[src/rtl/top3_reporter.sv]
// top3_reporter
//   Captures a snapshot of the three largest values reported by an upstream
//   top-3 finder and streams them out as a short report over a
//   valid/ready handshake, largest first.
//
//   Optional feature: define TOP3_REPORTER_SUM_EN to append a fourth word
//   holding the modulo-2^WIDTH sum of the three snapshot values. Unfilled
//   slots (EMPTY_VAL) count as 0 in that sum. With the macro undefined the
//   report is exactly three words and no adder is built.
//
// Ports
//   clk        rising-edge clock
//   reset      synchronous, active-low reset
//   snap       single-cycle request to capture res_2/res_1/res_0
//   res_2      largest upstream value
//   res_1      second-largest upstream value
//   res_0      third-largest upstream value
//   out_data   streamed word (0 when out_valid is low)
//   out_valid  out_data holds a word of the report
//   out_ready  consumer accepts out_data
//   out_last   current word is the final word of the report
//   out_empty  current word is an unfilled slot (EMPTY_VAL)
//   busy       a report is in progress
//   drop_cnt   saturating count of snap requests rejected while busy
module top3_reporter #(
  parameter int              WIDTH     = 32,
  parameter logic [WIDTH-1:0] EMPTY_VAL = 32'h80000000
) (
  input  logic             clk,
  input  logic             reset,
  input  logic             snap,
  input  logic [WIDTH-1:0] res_2,
  input  logic [WIDTH-1:0] res_1,
  input  logic [WIDTH-1:0] res_0,
  output logic [WIDTH-1:0] out_data,
  output logic             out_valid,
  input  logic             out_ready,
  output logic             out_last,
  output logic             out_empty,
  output logic             busy,
  output logic [7:0]       drop_cnt
);

  typedef enum logic {
    IDLE,
    SEND
  } state_t;

  // Index of the final word: the sum word when enabled, otherwise res_0.
`ifdef TOP3_REPORTER_SUM_EN
  localparam logic [1:0] LAST_IDX = 2'd3;
`else
  localparam logic [1:0] LAST_IDX = 2'd2;
`endif

  state_t           state, state_next;
  logic [1:0]       idx, idx_next;
  logic [WIDTH-1:0] cap_2, cap_1, cap_0;
  logic             load;
  logic             drop;

`ifdef TOP3_REPORTER_SUM_EN
  // Unfilled slots contribute nothing to the sum.
  logic [WIDTH-1:0] sum_word;
  assign sum_word = ((cap_2 == EMPTY_VAL) ? '0 : cap_2) +
                    ((cap_1 == EMPTY_VAL) ? '0 : cap_1) +
                    ((cap_0 == EMPTY_VAL) ? '0 : cap_0);
`endif

  // State, word index, snapshot and drop counter registers.
  always_ff @(posedge clk) begin
    if (!reset) begin
      state    <= IDLE;
      idx      <= 2'd0;
      cap_2    <= '0;
      cap_1    <= '0;
      cap_0    <= '0;
      drop_cnt <= 8'd0;
    end else begin
      state <= state_next;
      idx   <= idx_next;
      if (load) begin
        cap_2 <= res_2;
        cap_1 <= res_1;
        cap_0 <= res_0;
      end
      if (drop && (drop_cnt != 8'd255)) begin
        drop_cnt <= drop_cnt + 8'd1;
      end
    end
  end

  // Next-state logic. Any snap seen in SEND is rejected, including the
  // cycle of the final handshake, because the state is still SEND then.
  always_comb begin
    state_next = state;
    idx_next   = idx;
    load       = 1'b0;
    drop       = 1'b0;
    case (state)
      IDLE: begin
        if (snap) begin
          load       = 1'b1;
          idx_next   = 2'd0;
          state_next = SEND;
        end
      end
      SEND: begin
        drop = snap;
        if (out_ready) begin
          if (idx == LAST_IDX) begin
            state_next = IDLE;
            idx_next   = 2'd0;
          end else begin
            idx_next = idx + 2'd1;
          end
        end
      end
      default: begin
        state_next = IDLE;
        idx_next   = 2'd0;
      end
    endcase
  end

  // Output decode. Words come straight from the held snapshot and index,
  // so they stay stable under backpressure and read as 0 when idle.
  always_comb begin
    out_valid = (state == SEND);
    busy      = (state == SEND);
    out_data  = '0;
    out_last  = 1'b0;
    out_empty = 1'b0;
    if (state == SEND) begin
      out_last = (idx == LAST_IDX);
      case (idx)
        2'd0: begin
          out_data  = cap_2;
          out_empty = (cap_2 == EMPTY_VAL);
        end
        2'd1: begin
          out_data  = cap_1;
          out_empty = (cap_1 == EMPTY_VAL);
        end
        2'd2: begin
          out_data  = cap_0;
          out_empty = (cap_0 == EMPTY_VAL);
        end
        default: begin
`ifdef TOP3_REPORTER_SUM_EN
          out_data = sum_word;
`else
          out_data = '0;
`endif
        end
      endcase
    end
  end

endmodule

[config.mk]
export PLATFORM = sky130hd
export DESIGN_NAME = top3_reporter
export DESIGN_NICKNAME = d
export VERILOG_FILES = /design/src/rtl/top3_reporter.sv
export SDC_FILE = /design/constraint.sdc
export NUM_CORES = 1
export LEC_CHECK = 0
export ABC_CLOCK_PERIOD_IN_PS = 2300
export BUFFER_PORTS_ARGS = -buffer_cell sky130_fd_sc_hd__clkbuf_2
export CORE_MARGIN = 2
export CORE_UTILIZATION = 54
export CTS_BUF_LIST = sky130_fd_sc_hd__clkbuf_4 sky130_fd_sc_hd__clkbuf_8
export DETAILED_ROUTE_END_ITERATION = 6
export MAX_ROUTING_LAYER = met4
export PLACE_DENSITY_LB_ADDON = 0.25
export SLEW_MARGIN = 20
export SYNTH_ARGS = -nofsm -noshare
export SYNTH_HDL_FRONTEND = slang
export SYNTH_SLANG_ARGS = --single-unit
[constraint.sdc]
create_clock -name clk -period 2.3 [get_ports clk]
set_clock_uncertainty 0.1 [all_clocks]
set_input_delay 0.115 -clock clk [delete_from_list [all_inputs] [get_ports clk]]
set_output_delay 0.115 -clock clk [all_outputs]
set_load 0.005 [all_outputs]
# After elaboration in Yosys (flattened, before gate mapping)
# Index checks and enable logic that the tools add are counted.
[totals] regBits=107 input_bits=100 out_inout_bits=44 wordCells=35
[classes] add_sub_neg=2 n_eq_ne=8 n_mux=15 n_bitwise=1 n_reduce_logical=3
[op_table] operator="$eq 32x32->1 const B" n=3
[op_table] operator="$pmux 32 s3" n=1
[op_table] operator="$mux 32" n=1
[op_table] operator="$add 8x1->8 const B" n=1
[op_table] operator="$ne 8x8->1 const B" n=1
[op_table] operator="$mux 1" n=7
[op_table] operator="$mux 2" n=3
[op_table] operator="$ne 2x2->1 const B" n=2
[op_table] operator="$pmux 2 s2" n=1
[op_table] operator="$pmux 1 s3" n=1
[op_table] operator="$add 2x1->2 const B" n=1
[op_table] operator="$eq 2x1->1 const B" n=1
[op_table] operator="$eq 2x2->1 const B" n=1
[op_table] operator="$logic_not 2->1" n=1
[op_table] operator="$pmux 1 s2" n=1
[op_table] operator="$reduce_and 2->1" n=1
[op_table] operator="$logic_and 1x1->1" n=1
[op_table] operator="$not 1->1" n=1

# Longest topological paths before layout
# Gate-level depths: netlist of run 1.
[logic_depth] ltp_word=4 ltp_mapped=9 depth_no_buf=7

# Least setup slack after synthesis of run 1
# OpenSTA, ideal clock, no wires.
[synth_path] path_type="register to output" startpoint="register cap_0[27]" endpoint="output out_empty" arrival_ns=1.942 required_ns=2.085 setup_slack_ns=0.143 stages_incl_launch_ff=5 path_buffers=0 cell_sequence="dfxtp_1 -> or4_1 -> o31a_1 -> or4_4 -> a2111oi_2"
[synth_between] elab_chain_cells=3
[synth_rtl] element="start, declared" line_no="58" text="logic [WIDTH-1:0] cap_2, cap_1, cap_0;"
[synth_rtl] element="start signal, assigned" line_no="85" text="cap_0 <= res_0;"
[synth_rtl] element="$eq 32x32->1" line_no="147" text="out_empty = (cap_0 == EMPTY_VAL);"
[synth_rtl] element="$pmux 1 s3" line_no="136" text="case (idx)"
[synth_rtl] element="$mux 1" line_no="134" text="if (state == SEND) begin"
[synth_rtl] element="end, declared" line_no="39" text="output logic out_empty,"
# No other way between the ends.

# Final worst setup path of run 1
[layout_path] startpoint="register cap_1[24]" endpoint="output out_empty"
[layout_between] elab_chain_cells=3
[layout_rtl] element="start, declared" line_no="58"
[layout_rtl] element="start signal, assigned" line_no="84" text="cap_1 <= res_1;"
[layout_rtl] element="$eq 32x32->1" line_no="143" text="out_empty = (cap_1 == EMPTY_VAL);"
[layout_rtl] element="$pmux 1 s3" line_no="136"
[layout_rtl] element="$mux 1" line_no="134"
# No other way between the ends.

==> impl_metrics.toml, run 1 <==
[run]
drv_cap = 0

[placed_design]
place_ws_ns = -0.191
place_congestion = 0.978
dp_hpwl_um = 9950
io_buffers = 143
post-place-cells = 841

[finish]
final_cells = 955
fin_util = 0.808
final_common_cell = "nand2_1"
synthToLayoutAreaGrowth_pct = 44.9
nets = 947
layout_common_cells = "nand2_1, clkbuf_2, dfxtp_1, dlygate4sd3_1, a21boi_0"
drive_above_1_share = 0.249
diodes = 0

[drt]
wl_per_cell_um = 16.3
viasPerCell = 5.63
dr_total_vias = 5372
antenna_left = 0
first_pass_iters = 6
routed_wl_um = 15600
drt_iter0_markers = 479
drc = 0

[setup_path]
cp_top_family = "simple AND/OR/NAND/NOR gates"
critPathCapture = "out_empty"
worst-path-max-fanout = 2
required_ns = 2.09
critPathMostFrequentCell = "or4_4"
r2r_slack_ns = 0.50
worst-path-buf-inv = 1
reg2reg_to = "cap_1[5]$_SDFFE_PN0P_"
crit_path_start_kind = "flip-flop"
critical-path-slowest-cell = "or4_4"
worst_setup_path_end_kind = "output port"
arrival_ns = 2.53
cp_cell_sequence = "or4_4, o31a_1, or4_4, a2111oi_4, buf_2"
path_class = "flip-flop to output port"
crit_start = "cap_1[24]$_SDFFE_PN0P_"
r2r_cells = 5
path_depth = 5
rr_startpoint = "busy$_SDFF_PN0_"
critical_path.max_stage_delay_ns = 0.53

[logic_synthesis]
synthSimpleGateAreaFrac = 0.240
synthCells = 612
ys_types = 36
synth_top_family_by_area = "compound AO/OA/AOI/OAI gates"
syn_avg_cell_area_um2 = 7.95
synth_compound_area_frac = 0.248
syn_nets = 717
ys.warnings.count = 0
synth_xor_area_frac = 0.0108
yosys_register_bits = 107
yosys_most_used_dff = "dfxtp_1"
synthesis.area_um2 = 4860
synth_fa_ha_area_frac = 0.0129
synth_mux_area_frac = 0.00412
synthArstFlopShare = 0
ys_seq_area_frac = 0.440
synth-edff-count = 0

[pwr]
p_total_mw = 4.04
p_per_area_nw_per_um2 = 573
vdd_drop_max_mv = 0.376
leakage_nw = 2.95

[hold_path]
hold_class = "input port to flip-flop"

[clock_network]
insertion_delay_ns = 0.37
cts_buffer_depth = 2
numCtsBuffers = 9
numClockSinks = 107
h-tree-depth = 3
cts-root-buf = "clkbuf_8"
clk_pin_slew_ns = 0.09
cts_tree = "yes"

[global_routing]
antenna_found_initial = 0
grtUsageTotal = 0.323
grt_pass1_wl_um = 25000
grt_pass1_vias = 5319
grt_start_max_net_pins = 51
grt_overflow = 0

[sta]
tns_ns = -0.446
grt_setup_unrepaired = "yes"
fin_ws_ns = -0.446
worst_slew_pin_slew_ns = 0.482
period_share = 1.19
max_freq_mhz = 364
hold_violations = 0
maxSlewHeadroom = 0.679
finalSetupViolCount = 1
maxSlewViolCount = 0
fin_crit_ns = 2.75

[die]
boundaryPins = 144
coreArea_um2 = 8720
rows = 34
design.die.area_um2 = 9780
die_w_um = 98.9
die_y_um = 98.9
initial_core_util = 0.558

[status]
status = "complete, but fails checks"
violations = "negative setup slack"
[per-stage QoR]
step                      cell area (um2)  hold WS (ns)
after floorplan                      4860         0.126
after global placement               5780         0.249
after detailed placement             5780         0.256
after CTS                            7010        0.0525
after global routing                 7050        0.0671
final                                7050        0.0494
[cell usage after synthesis, drive strengths merged, types with 3 or more instances]
cell type	count	area [um2]
ha	5	62.6
nand4	5	31.3
a21boi	96	721
a222oi	24	240
nand3	4	20.0
nand2	207	777
and2	7	43.8
nor4	8	50.1
nor2	32	120
a22oi	8	60.1
nor3	5	25.0
buf	9	37.5
or4	4	33.8
nor2b	4	25.0
o31a	3	26.3
a31oi	4	25.0
a21oi	8	40.0
dfxtp	107	2140
nand2b	3	18.8
clkbuf	45	169
xnor2	5	43.8
[layer usage]
| metal | part of all wire | up-vias | GRT usage | wire (um) |
|---|---|---|---|---|
| li1 | - | 2573 | - | - |
| met1 | 0.40 | 2459 | 0.388 | 6310 |
| met2 | 0.50 | 294 | 0.556 | 7760 |
| met3 | 0.073 | 46 | 0.0468 | 1130 |
| met4 | 0.025 | 0 | 0.106 | 391 |
| met5 | 0 | - | - | 0 |
[power by group]
part / switching (mW) / internal, mW
registers: 0.0875 / 1.95
logic: 0.337 / 0.357
clock network: 0.659 / 0.647
[worst min-delay path, delay by kind of cell]
kind | cells | cell delay, ns
AOI/OAI and AO/OA | 2 | 0.21
buffers and inverters | 1 | 0.14
[sequential cells by signal (all words and copies together) (netlist names)]
| name | flops |
|---|---|
| cap_2 | 32 |
| drop_cnt | 8 |
| busy | 1 |
| cap_0 | 32 |
| cap_1 | 32 |
| idx | 2 |
[worst min path at each step]
stage                   start                      to  slack, ns  cells after the start
finish                   snap         busy$_SDFF_PN0_       0.05                      3
global route             snap         busy$_SDFF_PN0_       0.07                      3
CTS                      snap         busy$_SDFF_PN0_       0.05                      3
detailed placement  res_2[18]  cap_2[18]$_SDFFE_PN0P_       0.26                      3
global placement     res_1[5]   cap_1[5]$_SDFFE_PN0P_       0.25                      3
floorplan           out_ready         busy$_SDFF_PN0_       0.13                      1
[timing repair]
item,CTS,global route
endpoints found under the setup margin,1,20
hold buffers,97,0
hold endpoints to repair,97,0
gates resized for setup,6,11
setup buffers,1,0
pin swaps,4,3
[cell families after synthesis]
logic type,Yosys count
adders and majority gates,5
DFF,107
xor gates and xnor gates,6
and+or+nand+nor,282
buffers and inverters,56
muxes,2
AOI/OAI and AO/OA,154
[final cells by class]
cell class              count  area [um2]
clock inverters             5        86.3
well taps                 108         135
fillers                   571        1680
clock buffers              11         139
inverters                   2        7.51
flip-flops and latches    107        2150
repair buffers            273        1950
multi-input cells         449        2580
Note: power is estimated with default switching activity, not from simulation.
==> run 2: changes to the inputs <==
Settings changed: BUFFER_PORTS_ARGS -buffer_cell sky130_fd_sc_hd__clkbuf_2 to not set, CORE_UTILIZATION 54 to 62, DONT_BUFFER_PORTS set to 1.
==> run 2 against run 1 <==
The run ends with design-rule violations, negative setup slack left. Final cell count is 16% lower. Critical path depth stayed put. Worst setup slack better by 0.078 ns. Power is 5.3% lower. Combinational power is 17% lower. Register-to-register slack worse by 0.14 ns. Count of clock-buffer cells in the layout is 1 higher. Worst hold slack worse by 0.047 ns. Maximum frequency is 2.9% higher. Flip-flop and latch count stayed put. Global-route usage is 2.4 points higher. Routed wire length is 6.3% lower. Largest power group unchanged.
==> impl_metrics.toml, run 2 (synthesis gave the netlist of run 1 again) <==
[setup_path]
r2r_cells = 4
cp_cell_sequence = "or4_4, o31a_1, or4_4, a2111oi_4, buf_4"
critical-path-slowest-cell = "or4_4"
arrival_ns = 2.45
crit_path_start_kind = "flip-flop"
worst-path-max-fanout = 2
r2r_slack_ns = 0.36
critical_path.max_stage_delay_ns = 0.53
required_ns = 2.09
worst-path-buf-inv = 1
reg2reg_to = "cap_1[7]$_SDFFE_PN0P_"
critPathMostFrequentCell = "or4_4"
worst_setup_path_end_kind = "output port"
cp_top_family = "simple AND/OR/NAND/NOR gates"
path_class = "flip-flop to output port"
rr_startpoint = "busy$_SDFF_PN0_"

[clock_network]
postCtsSetupBuffers = 0
cts_buffer_depth = 2
clk_pin_slew_ns = 0.10
cts-root-buf = "clkbuf_8"
insertion_delay_ns = 0.36
numCtsBuffers = 9
cts_tree = "yes"
numClockSinks = 107
h-tree-depth = 3

[sta]
fin_crit_ns = 2.67
hold_violations = 0
fin_ws_ns = -0.368
maxSlewHeadroom = 0.626
maxSlewViolCount = 0
period_share = 1.16
hold_slack_ns = 0.00196
max_freq_mhz = 375
finalSetupViolCount = 1
grt_setup_unrepaired = "yes"
worst_slew_pin_slew_ns = 0.560

[die]
boundaryPins = 144
coreArea_um2 = 7650
design.die.area_um2 = 8570
initial_core_util = 0.636
die_w_um = 92.6
die_y_um = 92.6
rows = 32

[pwr]
vdd_drop_max_mv = 0.438
clkPwrFrac = 0.315
leakage_nw = 2.30
p_per_area_nw_per_um2 = 612
seqPwrFrac = 0.534
switchingPower_mw = 1.02
pwr-share-comb = 0.151
p_total_mw = 3.83
swShare = 0.266
internal_power_mw = 2.81

[global_routing]
grt_pass1_wl_um = 23000
grt_pass1_vias = 4728
grtUsageTotal = 0.347
grt_start_max_net_pins = 108
grt_overflow = 0
antenna_found_initial = 0

[run]
drv_cap = 0

[hold_path]
hold_class = "input port to flip-flop"
whs_endpoint = "idx[1]$_SDFFE_PN0P_"
worstHoldStart = "snap"
min_path_cells = 3

[drt]
drc = 6
antenna_left = 0
dr_total_vias = 4795
first_pass_iters = 7
viasPerCell = 5.99
drt_iter0_markers = 432
wl_per_cell_um = 18.3
routed_wl_um = 14600

[placed_design]
dpl_cell_area_um2 = 4980
place_congestion = 0.944
dp_hpwl_um = 8790
io_buffers = 0

[status]
violations = "design-rule violations, negative setup slack"
status = "complete, but fails checks"

[finish]
synthToLayoutAreaGrowth_pct = 28.7
diodes = 0
layout_common_cells = "nand2_1, dfxtp_1, dlygate4sd3_1, a21boi_0, nor2_1"
final_common_cell = "nand2_1"
nets = 798
top_regs = "cap_0 x32, cap_1 x32, cap_2 x32"
post-route-cell-area_um2 = 6260
fin_util = 0.818
drive_above_1_share = 0.0831
==> run 2: repair_timing <==
action / 4_1_cts / 5_1_grt
hold buffers: 99 / 0
gates resized for setup: 4 / 9
endpoints found under the hold margin: 107 / 0
pin swaps: 2 / 0
setup endpoints to repair: 1 / 4
==> run 2: stage by stage <==
step	setup TNS (ns)	worst slack [ns]	std cells
2_1_floorplan	0	0.143	612
3_3_place_gp	-0.0371	-0.0371	685
3_5_place_dp	-0.0489	-0.0489	685
4_1_cts	-0.365	-0.365	800
5_1_grt	-0.417	-0.417	800
6_report	-0.368	-0.368	800
==> run 2: final cells by class <==
| class | count | area (um2) |
|---|---|---|
| clock buffer | 12 | 159 |
| clock inverter | 4 | 48.8 |
| fill | 472 | 1390 |
| inverter | 2 | 7.51 |
| multi-input combinational | 449 | 2570 |
| sequential | 107 | 2150 |
| tap | 102 | 128 |
| timing repair buffer | 124 | 1200 |
==> run 2: how the worst max path moves through the flow <==
stage,startpoint,endpoint,slack [ns],cells after the start
2_1_floorplan,cap_0[27]$_SDFFE_PN0P_,out_empty,0.14,4
3_3_place_gp,cap_0[27]$_SDFFE_PN0P_,out_empty,-0.04,5
3_5_place_dp,cap_1[24]$_SDFFE_PN0P_,out_empty,-0.05,5
4_1_cts,cap_1[25]$_SDFFE_PN0P_,out_empty,-0.37,5
5_1_grt,idx[1]$_SDFFE_PN0P_,out_empty,-0.42,9
6_report,cap_1[25]$_SDFFE_PN0P_,out_empty,-0.37,5
==> run 2: per-layer routing <==
| layer | routed length, um | share of wire | track usage | vias to the layer above |
|---|---|---|---|---|
| met5 | 0 | 0 | - | - |
| met3 | 1270 | 0.087 | 0.0635 | 47 |
| li1 | - | - | - | 2265 |
| met4 | 439 | 0.030 | 0.123 | 0 |
| met1 | 5770 | 0.39 | 0.414 | 2205 |
| met2 | 7140 | 0.49 | 0.589 | 278 |
==> run 2: tightest hold or removal path, stage by stage <==
cell     delay [ns]
mux2i_1        0.08
a32oi_1        0.19
nor2b_1        0.06
==> run 2: power by group through the flow <==
stage / registers (mW) / clock network, mW / logic [mW]
3_3_place_gp: 2.08 / 0 / 0.373
2_1_floorplan: 2.05 / 0 / 0.316
3_5_place_dp: 2.08 / 0 / 0.386
5_1_grt: 2.05 / 1.27 / 0.633
6_report: 2.04 / 1.20 / 0.579
4_1_cts: 2.04 / 1.19 / 0.553
